## src/rtl/iod_pause_seq_pkg.sv

```systemverilog
// Shared state encoding and default timing for the IOD pause/delay-update sequencer.
package iod_pause_seq_pkg;

    typedef enum logic [2:0] {
        ST_IDLE = 3'd0,
        ST_PRE  = 3'd1,
        ST_MOVE = 3'd2,
        ST_GAP  = 3'd3,
        ST_POST = 3'd4,
        ST_FIN  = 3'd5
    } state_t;

    localparam int unsigned PRE_WAIT_DEF  = 4;
    localparam int unsigned MOVE_GAP_DEF  = 2;
    localparam int unsigned POST_WAIT_DEF = 4;

    function automatic logic is_pause_state(input state_t s);
        return (s == ST_PRE) || (s == ST_MOVE) || (s == ST_GAP) || (s == ST_POST);
    endfunction

endpackage

```

## src/rtl/iod_pause_seq_wait_cnt.sv

```systemverilog
// Loadable 8-bit down-counter; tc flags the last cycle of a wait loaded with (length-1).
module iod_pause_seq_wait_cnt (
    input  logic       CLK,
    input  logic       RESET,
    input  logic       load,
    input  logic [7:0] load_val,
    output logic       tc
);

    logic [7:0] cnt_q;
    logic [7:0] cnt_d;

    always_comb begin
        cnt_d = cnt_q;
        if (load) begin
            cnt_d = load_val;
        end else if (cnt_q != 8'd0) begin
            cnt_d = cnt_q - 8'd1;
        end
    end

    always_ff @(posedge CLK or posedge RESET) begin
        if (RESET) begin
            cnt_q <= 8'd0;
        end else begin
            cnt_q <= cnt_d;
        end
    end

    assign tc = (cnt_q == 8'd0);

endmodule

```

## src/rtl/iod_pause_seq.sv

```systemverilog
// Pauses the high-speed IO clock around a burst of IOD delay tap moves.
// state | meaning: IDLE wait REQ, PRE pause settle, MOVE strobe, GAP inter-move idle, POST pause hold, FIN done pulse
module iod_pause_seq
    import iod_pause_seq_pkg::*;
#(
    parameter int unsigned PRE_WAIT  = PRE_WAIT_DEF,
    parameter int unsigned MOVE_GAP  = MOVE_GAP_DEF,
    parameter int unsigned POST_WAIT = POST_WAIT_DEF
) (
    input  logic       CLK,
    input  logic       RESET,
    input  logic       REQ,
    input  logic       DIR,
    input  logic [7:0] TAPS,
    input  logic       DELAY_OOR,
    output logic       HS_IO_CLK_PAUSE,
    output logic       DELAY_MOVE,
    output logic       DELAY_DIRECTION,
    output logic       BUSY,
    output logic       DONE,
    output logic       OOR_FLAG,
    output logic [7:0] MOVES_DONE
);

    localparam logic [7:0] PRE_LD  = 8'(PRE_WAIT - 1);
    localparam logic [7:0] GAP_LD  = (MOVE_GAP == 0) ? 8'd0 : 8'(MOVE_GAP - 1);
    localparam logic [7:0] POST_LD = 8'(POST_WAIT - 1);

    state_t     state_q, state_d;
    logic [7:0] rem_q, rem_d;
    logic [7:0] md_q, md_d;
    logic       dir_q, dir_d;
    logic       oor_q, oor_d;
    logic       pause_q, pause_d;
    logic       move;
    logic       wait_load;
    logic [7:0] wait_val;
    logic       wait_tc;

    iod_pause_seq_wait_cnt u_wait_cnt (
        .CLK      (CLK),
        .RESET    (RESET),
        .load     (wait_load),
        .load_val (wait_val),
        .tc       (wait_tc)
    );

    always_comb begin
        state_d   = state_q;
        rem_d     = rem_q;
        md_d      = md_q;
        dir_d     = dir_q;
        oor_d     = oor_q;
        move      = 1'b0;
        wait_load = 1'b0;
        wait_val  = PRE_LD;
        case (state_q)
            ST_IDLE: begin
                if (REQ) begin
                    md_d  = 8'd0;
                    oor_d = 1'b0;
                    if (TAPS != 8'd0) begin
                        dir_d     = DIR;
                        rem_d     = TAPS;
                        wait_load = 1'b1;
                        wait_val  = PRE_LD;
                        state_d   = ST_PRE;
                    end else begin
                        state_d = ST_FIN;
                    end
                end
            end
            ST_PRE: begin
                if (wait_tc) state_d = ST_MOVE;
            end
            ST_MOVE: begin
                move  = ~DELAY_OOR;
                rem_d = rem_q - 8'd1;
                if (move) md_d = md_q + 8'd1;
                // Out-of-range wins over any remaining taps: go straight to the post-pause hold.
                if (DELAY_OOR || rem_q == 8'd1) begin
                    oor_d     = oor_q | DELAY_OOR;
                    wait_load = 1'b1;
                    wait_val  = POST_LD;
                    state_d   = ST_POST;
                end else if (MOVE_GAP == 0) begin
                    state_d = ST_MOVE;
                end else begin
                    wait_load = 1'b1;
                    wait_val  = GAP_LD;
                    state_d   = ST_GAP;
                end
            end
            ST_GAP: begin
                if (DELAY_OOR) begin
                    oor_d     = 1'b1;
                    wait_load = 1'b1;
                    wait_val  = POST_LD;
                    state_d   = ST_POST;
                end else if (wait_tc) begin
                    state_d = ST_MOVE;
                end
            end
            ST_POST: begin
                if (wait_tc) state_d = ST_FIN;
            end
            ST_FIN: begin
                state_d = ST_IDLE;
            end
            default: begin
                state_d = ST_IDLE;
            end
        endcase
        pause_d = is_pause_state(state_d);
    end

    always_ff @(posedge CLK or posedge RESET) begin
        if (RESET) begin
            state_q <= ST_IDLE;
            rem_q   <= 8'd0;
            md_q    <= 8'd0;
            dir_q   <= 1'b0;
            oor_q   <= 1'b0;
            pause_q <= 1'b0;
        end else begin
            state_q <= state_d;
            rem_q   <= rem_d;
            md_q    <= md_d;
            dir_q   <= dir_d;
            oor_q   <= oor_d;
            pause_q <= pause_d;
        end
    end

    assign HS_IO_CLK_PAUSE = pause_q;
    assign DELAY_MOVE      = move;
    assign DELAY_DIRECTION = dir_q;
    assign BUSY            = (state_q != ST_IDLE);
    assign DONE            = (state_q == ST_FIN);
    assign OOR_FLAG        = oor_q;
    assign MOVES_DONE      = md_q;

endmodule
```

## config.mk

```make
export PLATFORM = sky130hd
export DESIGN_NAME = iod_pause_seq
export DESIGN_NICKNAME = d
export VERILOG_FILES = /design/src/rtl/iod_pause_seq_pkg.sv /design/src/rtl/iod_pause_seq_wait_cnt.sv /design/src/rtl/iod_pause_seq.sv
export SDC_FILE = /design/constraint.sdc
export NUM_CORES = 1
export LEC_CHECK = 0
export CAP_MARGIN = 15
export CORE_ASPECT_RATIO = 0.6
export CORE_MARGIN = 5
export CORE_UTILIZATION = 45
export DETAILED_ROUTE_END_ITERATION = 7
export HOLD_SLACK_MARGIN = 0.03
export PLACE_DENSITY = 0.69
export REMOVE_ABC_BUFFERS = 1
export SLEW_MARGIN = 20
export SYNTH_ARGS = -nofsm -noshare
export SYNTH_HDL_FRONTEND = slang
export SYNTH_HIERARCHICAL = 1
export SYNTH_SLANG_ARGS = --single-unit
```

## constraint.sdc

```tcl
create_clock -name CLK -period 2.9 [get_ports CLK]
set_clock_uncertainty 0.1 [all_clocks]
set_input_delay 0.58 -clock CLK [delete_from_list [all_inputs] [get_ports CLK]]
set_output_delay 0.58 -clock CLK [all_outputs]
set_load 0.1 [all_outputs]
```

==> results of run 1 <==
kinds of logic after synthesis:
kind of cell,count (synthesis),synth area share
simple gates,79,0.241
compound gates,54,0.215
flops,30,0.426
buf+inv,21,0.0483
xor+xnor,5,0.0249
fa+ha+maj,4,0.0284
other cells,2,0.00427
mux,2,0.0121
worst max-delay path by stage:
stage / slack [ns] / endpoint / cells after the start
global placement: 0.16 / u_wait_cnt/cnt_q[4]$_DFFE_PP0P_ / 6
CTS: 0.25 / DELAY_MOVE / 5
finish: 0.25 / DELAY_MOVE / 5
detailed placement: 0.09 / u_wait_cnt/cnt_q[4]$_DFFE_PP0P_ / 6
global route: 0.17 / DELAY_MOVE / 5
floorplan: 0.28 / u_wait_cnt/cnt_q[7]$_DFFE_PP0P_ / 5
where the power goes:
part,total [mW],switching [mW],internal [mW]
sequential,0.735,0.173,0.562
clock,0.347,0.156,0.191
combinational,0.869,0.532,0.336
total,1.95,0.861,1.09
placed cells by master, fill, tap and decap left out, types with 3 or more instances in the layout:
cell type	instances
xnor2_1	4
nor3_1	8
or3_1	5
clkdlybuf4s50_1	12
o31ai_1	4
conb_1	7
dfrtp_1	30
nor2_1	14
clkbuf_8	6
nor2b_1	5
a21oi_1	12
nand2_1	20
o21ai_0	13
nand3_1	7
inv_1	13
ha_1	4
and3_1	3
buf_4	19
a31oi_1	4
through the flow:
step | util | instance area [um^2] | hold slack, ns | std cells
2_1_floorplan | - | 1740 | 0.296 | 194
3_3_place_gp | 0.560 | 2080 | 0.394 | 273
4_1_cts | 0.585 | 2180 | 0.410 | 281
3_5_place_dp | 0.560 | 2080 | 0.396 | 273
6_report | 0.585 | 2180 | 0.407 | 281
5_1_grt | 0.585 | 2180 | 0.425 | 281
layer usage:
layer	routed length (um)	global-route usage	up-vias
met1	2220	0.266	735
met4	47	0.0531	0
met5	0	0	-
met2	1610	0.218	52
li1	-	-	777
met3	308	0.0498	7
sequential cells by signal, indices dropped and copies added, names as in the netlist:
signal / count
MOVES_DONE: 8
rem_q: 8
u_wait_cnt/cnt_q: 8
state_q: 3
DELAY_DIRECTION: 1
HS_IO_CLK_PAUSE: 1
OOR_FLAG: 1
final cells by class:
class | count | area share
well taps | 47 | 0.0270
inverters | 13 | 0.0224
flip-flops and latches | 30 | 0.345
repair buffers | 32 | 0.130
clock buffers | 7 | 0.0397
clock inverters | 1 | 0.00230
multi-input cells | 151 | 0.434
==> metrics.cfg, run 1 <==
[outcome]
status = finished clean

[route]
num_vias = 1571
drt-initial-drc-count = 132
first_pass_iters = 5
viasPerCell = 5.59
wl_per_cell_um = 14.9
wl_mm = 4.19
drc = 0
postRouteAntennaNets = 0

[yosys]
ys_seq_area_frac = 0.426
synthTopCellsByCount = dfrtp_1 (30), nand2_1 (20), nor2_1 (14)
yosysWarnings = 6
yosysTopAreaCellShare = 0.426
syn_area_per_cell_um2 = 8.94
synthArstFlopShare = 1.00
yosysTopAreaCell = dfrtp_1
yosysMostFrequentCell = dfrtp_1
syn_inst = 197
synth-seq-cells = 30
synth_cell_types = 54
synth.cell_area_um2 = 1760
yosys-top-cells-area = dfrtp_1 (43%), nand2_1 (4.3%), o21ai_0 (3.7%), a21oi_1 (3.4%), nor2_1 (3.0%)
synth_ff_type = dfrtp_1
synth_edf_count = 0

[worst_setup_path]
r2r_cells = 9
cpLargestDelayFamily = buffers and inverters
critPathBufInv = 3
crit_required_ns = 2.22
cp_cell_sequence = clkdlybuf4s50_1 > nor2b_1 > nand2_1 > inv_1 > buf_12
critPathCaptureType = primary output
slowest_delay_ns = 0.50
r2r_slack_ns = 0.48
worstSetupPathType = input port to primary output
slowest_stage = clkdlybuf4s50_1
rr_endpoint = HS_IO_CLK_PAUSE$_DFF_PP0_
r2r_start = u_wait_cnt/cnt_q[0]$_DFFE_PP0P_
crit_arrival_ns = 1.97
startpoint_type = input port
path_max_fanout = 5
critPathLaunch = DELAY_OOR

[final_layout]
multi_input_area_um2 = 943
nFillCells = 345
finalNetCount = 250
num_antenna_cells = 0
area_growth_pct = 23.6
drive_gt1_frac = 0.171
register_area_um2 = 751

[cts]
cts_buffers = 5
path_clk_slew_ns = 0.06
clk_latency_ns = 0.28
htreeDepth = 2
cts_tree = done
root_buffer = clkbuf_8
postCtsResizedCells = 0
hold_buffers = 0
clock-sinks = 30
postCtsSetupBuffers = 0
clock_path_buffers = 2

[sta]
setup_viol = 0
fin_ws_ns = 0.247
finalHoldViolations = 0
period_share = 0.915
period_needed_ns = 2.65
slew_headroom = 0.358
fmax_ghz = 0.377
worst_pin_slew_ns = 0.955
rsz0062_at_grt = false
drv_slew = 0
tns_ns = 0

[floorplanning]
rows = 17
io_pins = 27
dieHeight_um = 58.5
die-area_um2 = 5300
start_util = 0.473
die_w_um = 90.7
coreArea_um2 = 3720

[pwr]
p_per_area_nw_per_um2 = 896
peakVddDrop_mv = 0.529
p_leak_nw = 0.944
power.total_mw = 1.95

[grt]
antenna_found_initial = 0
grt_overflow = 0
grt_max_degree = 23
grt_pass1_vias = 1446
track_usage = 0.170
grt_pass1_wl_mm = 7.17

[placement]
io_buffers = 26
dpl.hpwl_mm = 3.20
place.gp.congestion = 0.822
pre_cts_ws_ns = 0.0915

[min_path]
hold_path_depth = 1
hp-class = flip-flop to flip-flop
min_from = DELAY_DIRECTION$_DFFE_PP0P_
hold_path_end = DELAY_DIRECTION$_DFFE_PP0P_

[run]
drv_cap = 0

Note: power is estimated with default switching activity, not from simulation.
==> inputs of run 2 (changes only) <==
--- a/config.mk
+++ b/config.mk
@@ -10,7 +10,6 @@
 export CORE_MARGIN = 5
 export CORE_UTILIZATION = 45
 export DETAILED_ROUTE_END_ITERATION = 7
-export HOLD_SLACK_MARGIN = 0.03
 export PLACE_DENSITY = 0.69
 export REMOVE_ABC_BUFFERS = 1
 export SLEW_MARGIN = 20
==> results of run 2 <==
Final layout, timing and power as in run 1 (identical DEF).
==> inputs of run 3 (changes only) <==
--- a/config.mk
+++ b/config.mk
@@ -7,8 +7,9 @@
 export LEC_CHECK = 0
 export CAP_MARGIN = 15
 export CORE_ASPECT_RATIO = 0.6
-export CORE_MARGIN = 5
+export CORE_MARGIN = 8
 export CORE_UTILIZATION = 45
+export CTS_CLUSTER_SIZE = 24
 export DETAILED_ROUTE_END_ITERATION = 7
 export PLACE_DENSITY = 0.69
 export REMOVE_ABC_BUFFERS = 1
==> run 3 against run 2 <==
Net effect:
- fmax grew 5.6%
- power grew 3.7%
- register-to-register slack worse by 0.07 ns
- sequential share of layout area shrank 0.53 points
- cell area increased by 1.6%
- core utilization rose by 1.2 points
- via count grew 2.0%
- final cell count is 0.71% higher
- clock-buffer cell count increased by 1
- critical path depth grew 1
- setup slack improved by 0.14 ns
- largest cell class unchanged
==> metrics.cfg, run 3 (synthesis gave the netlist of run 1 again) <==
[outcome]
status = finished clean  ; unchanged

[route]
wl_met1_mm = 2.28  ; was 2.22 mm
drc = 0  ; unchanged
wl_met2_mm = 1.77  ; was 1.61 mm
viasPerCell = 5.66  ; was 5.59
first_pass_iters = 4  ; was 5
highest_layer = met4  ; unchanged
postRouteAntennaNets = 0  ; unchanged
wl_per_cell_um = 16.0  ; was 14.9 um
drt-initial-drc-count = 184  ; was 132
num_vias = 1603  ; was 1,571
wl_mm = 4.53  ; was 4.19 mm
wl_met3_um = 439  ; was 308 um

[floorplanning]
coreArea_um2 = 3700  ; was 3720 um^2
start_util = 0.476  ; was 0.473
dieHeight_um = 64.5  ; was 58.5 um
die-area_um2 = 6240  ; was 5300 um^2
rows = 17  ; unchanged
io_pins = 27  ; unchanged
die_w_um = 96.7  ; was 90.7 um

[cts]
hold_buffers = 0  ; unchanged
clk_latency_ns = 0.27  ; was 0.28 ns
cts_buffers = 5  ; unchanged
path_clk_slew_ns = 0.06  ; about the same
clock-sinks = 30  ; unchanged
htreeDepth = 2  ; unchanged
cts_tree = done  ; unchanged
clock_path_buffers = 2  ; unchanged
root_buffer = clkbuf_8  ; unchanged
postCtsSetupBuffers = 0  ; unchanged
postCtsResizedCells = 0  ; unchanged

[sta]
timing.hold.ws_ns = 0.421  ; was 0.407 ns
drv_slew = 0  ; unchanged
fmax_ghz = 0.398  ; was 0.377 GHz
tns_ns = 0  ; unchanged
period_needed_ns = 2.51  ; was 2.65 ns
worst_pin_slew_ns = 0.883  ; was 0.955 ns
finalHoldViolations = 0  ; unchanged
setup_viol = 0  ; unchanged
slew_headroom = 0.406  ; was 0.358
period_share = 0.866  ; was 0.915
rsz0062_at_grt = false  ; unchanged

[worst_setup_path]
slowest_stage = or4_1  ; was clkdlybuf4s50_1
crit_required_ns = 2.96  ; was 2.22 ns
slowest_delay_ns = 0.57  ; was 0.50 ns
critPathCaptureType = flip-flop  ; was primary output
startpoint_type = input port  ; unchanged
crit_arrival_ns = 2.57  ; was 1.97 ns
path_max_fanout = 8  ; was 5
cpLargestDelayFamily = compound AO/OA/AOI/OAI gates  ; was buffers and inverters
critPathBufInv = 2  ; was 3
cp_cell_sequence = clkdlybuf4s50_1 > or4_1 > o21ai_1 > o31ai_1 > buf_4 > o41ai_1  ; was clkdlybuf4s50_1 > nor2b_1 > nand2_1 > inv_1 > buf_12
worstSetupPathType = input port to flip-flop  ; was input port to primary output

[final_layout]
most-common-layout-cells = dfrtp_1 (30), buf_4 (21), nand2_1 (20), nor2_1 (14)  ; was dfrtp_1 (30), nand2_1 (20), buf_4 (19), nor2_1 (14)
final_common_cell = dfrtp_1  ; unchanged
nFillCells = 323  ; was 345
final_core_util = 0.597  ; was 0.585
num_antenna_cells = 0  ; unchanged
finalNetCount = 252  ; was 250
area_growth_pct = 25.5  ; was 23.6%
drive_gt1_frac = 0.182  ; was 0.171

[grt]
grt_pass1_wl_mm = 7.46  ; was 7.17 mm
antenna_found_initial = 0  ; unchanged
track_usage = 0.148  ; was 0.170
grt_max_degree = 23  ; unchanged
grt_pass1_vias = 1471  ; was 1,446
grt_overflow = 0  ; unchanged

[pwr]
p_int_mw = 1.15  ; was 1.09 mW
peakVddDrop_mv = 0.478  ; was 0.529 mV
p_sw_uw = 878  ; was 861 uW
clockPowerShare = 0.192  ; was 0.178
p_comb_frac = 0.441  ; was 0.445
seq_power_share = 0.366  ; was 0.377
p_leak_nw = 0.964  ; was 0.944 nW
p_per_area_nw_per_um2 = 915  ; was 896 nW/um^2
swShare = 0.434  ; was 0.442

[placement]
dpl.hpwl_mm = 3.53  ; was 3.20 mm
io_buffers = 26  ; unchanged
place.gp.congestion = 0.884  ; was 0.822

[run]
drv_cap = 0  ; unchanged

[min_path]
hp-class = flip-flop to flip-flop  ; unchanged

==> run 3: changes by cell type in the layout (fill, tap and decap cells not counted) <==
cell / before / now
buf_4: 19 / 21
clkbuf_1: 1 / 0
clkbuf_8: 6 / 8
clkinv_2: 1 / 0
==> run 3: worst reg2reg max path, delay by kind of cell, from the launching register on <==
family | cells | cell delay, ns
muxes | 1 | 0.13
xor gates and xnor gates | 1 | 0.14
adders and majority gates | 1 | 0.24
and+or+nand+nor | 3 | 1.08
DFF | 1 | 0.43
AOI/OAI and AO/OA | 2 | 0.21
buffers and inverters | 1 | 0.09
==> run 3: final timing paths <==
kind	cells past startpoint	startpoint	endpoint	slack [ns]
setup reg to reg	9	u_wait_cnt/cnt_q[0]$_DFFE_PP0P_	HS_IO_CLK_PAUSE$_DFF_PP0_	0.41
hold reg to reg	1	DELAY_DIRECTION$_DFFE_PP0P_	DELAY_DIRECTION$_DFFE_PP0P_	0.42
max in group asynchronous	3	RESET	rem_q[6]$_DFFE_PP0P_	1.90
min in group asynchronous	2	RESET	u_wait_cnt/cnt_q[3]$_DFFE_PP0P_	0.48
hold / removal	1	DELAY_DIRECTION$_DFFE_PP0P_	DELAY_DIRECTION$_DFFE_PP0P_	0.42
setup / recovery	6	TAPS[6]	u_wait_cnt/cnt_q[5]$_DFFE_PP0P_	0.39
==> run 3: per-stage QoR <==
stage / total power [mW] / cell area (um^2) / instances / setup slack [ns]
after global routing: 2.18 / 2210 / 283 / 0.243
after floorplan: 1.36 / 1740 / 194 / 0.284
after global placement: 1.60 / 2100 / 275 / 0.208
final: 2.02 / 2210 / 283 / 0.388
after detailed placement: 1.63 / 2100 / 275 / 0.0898
after CTS: 2.03 / 2210 / 283 / 0.406
==> run 3: area by class of cell <==
class / instances / area (um^2) / area share
multi-input combinational: 151 / 943 / 0.427
sequential: 30 / 751 / 0.340
timing repair buffer: 34 / 298 / 0.135
tap: 47 / 58.8 / 0.0266
clock buffer: 8 / 110 / 0.0498
inverter: 13 / 48.8 / 0.0221
==> run 3: power by group through the flow <==
| stage | Sequential (mW) | Clock, mW | Combinational [mW] |
|---|---|---|---|
| 2_1_floorplan | 0.799 | 0 | 0.563 |
| 3_3_place_gp | 0.736 | 0 | 0.869 |
| 3_5_place_dp | 0.741 | 0 | 0.888 |
| 4_1_cts | 0.738 | 0.403 | 0.887 |
| 5_1_grt | 0.767 | 0.424 | 0.985 |
| 6_report | 0.741 | 0.389 | 0.893 |
==> run 3: routing by layer <==
| layer | global-route usage | vias up |
|---|---|---|
| li1 | - | 777 |
| met1 | 0.213 | 742 |
| met2 | 0.195 | 78 |
| met3 | 0.0519 | 6 |
| met4 | 0.0571 | 0 |
| met5 | 0 | - |
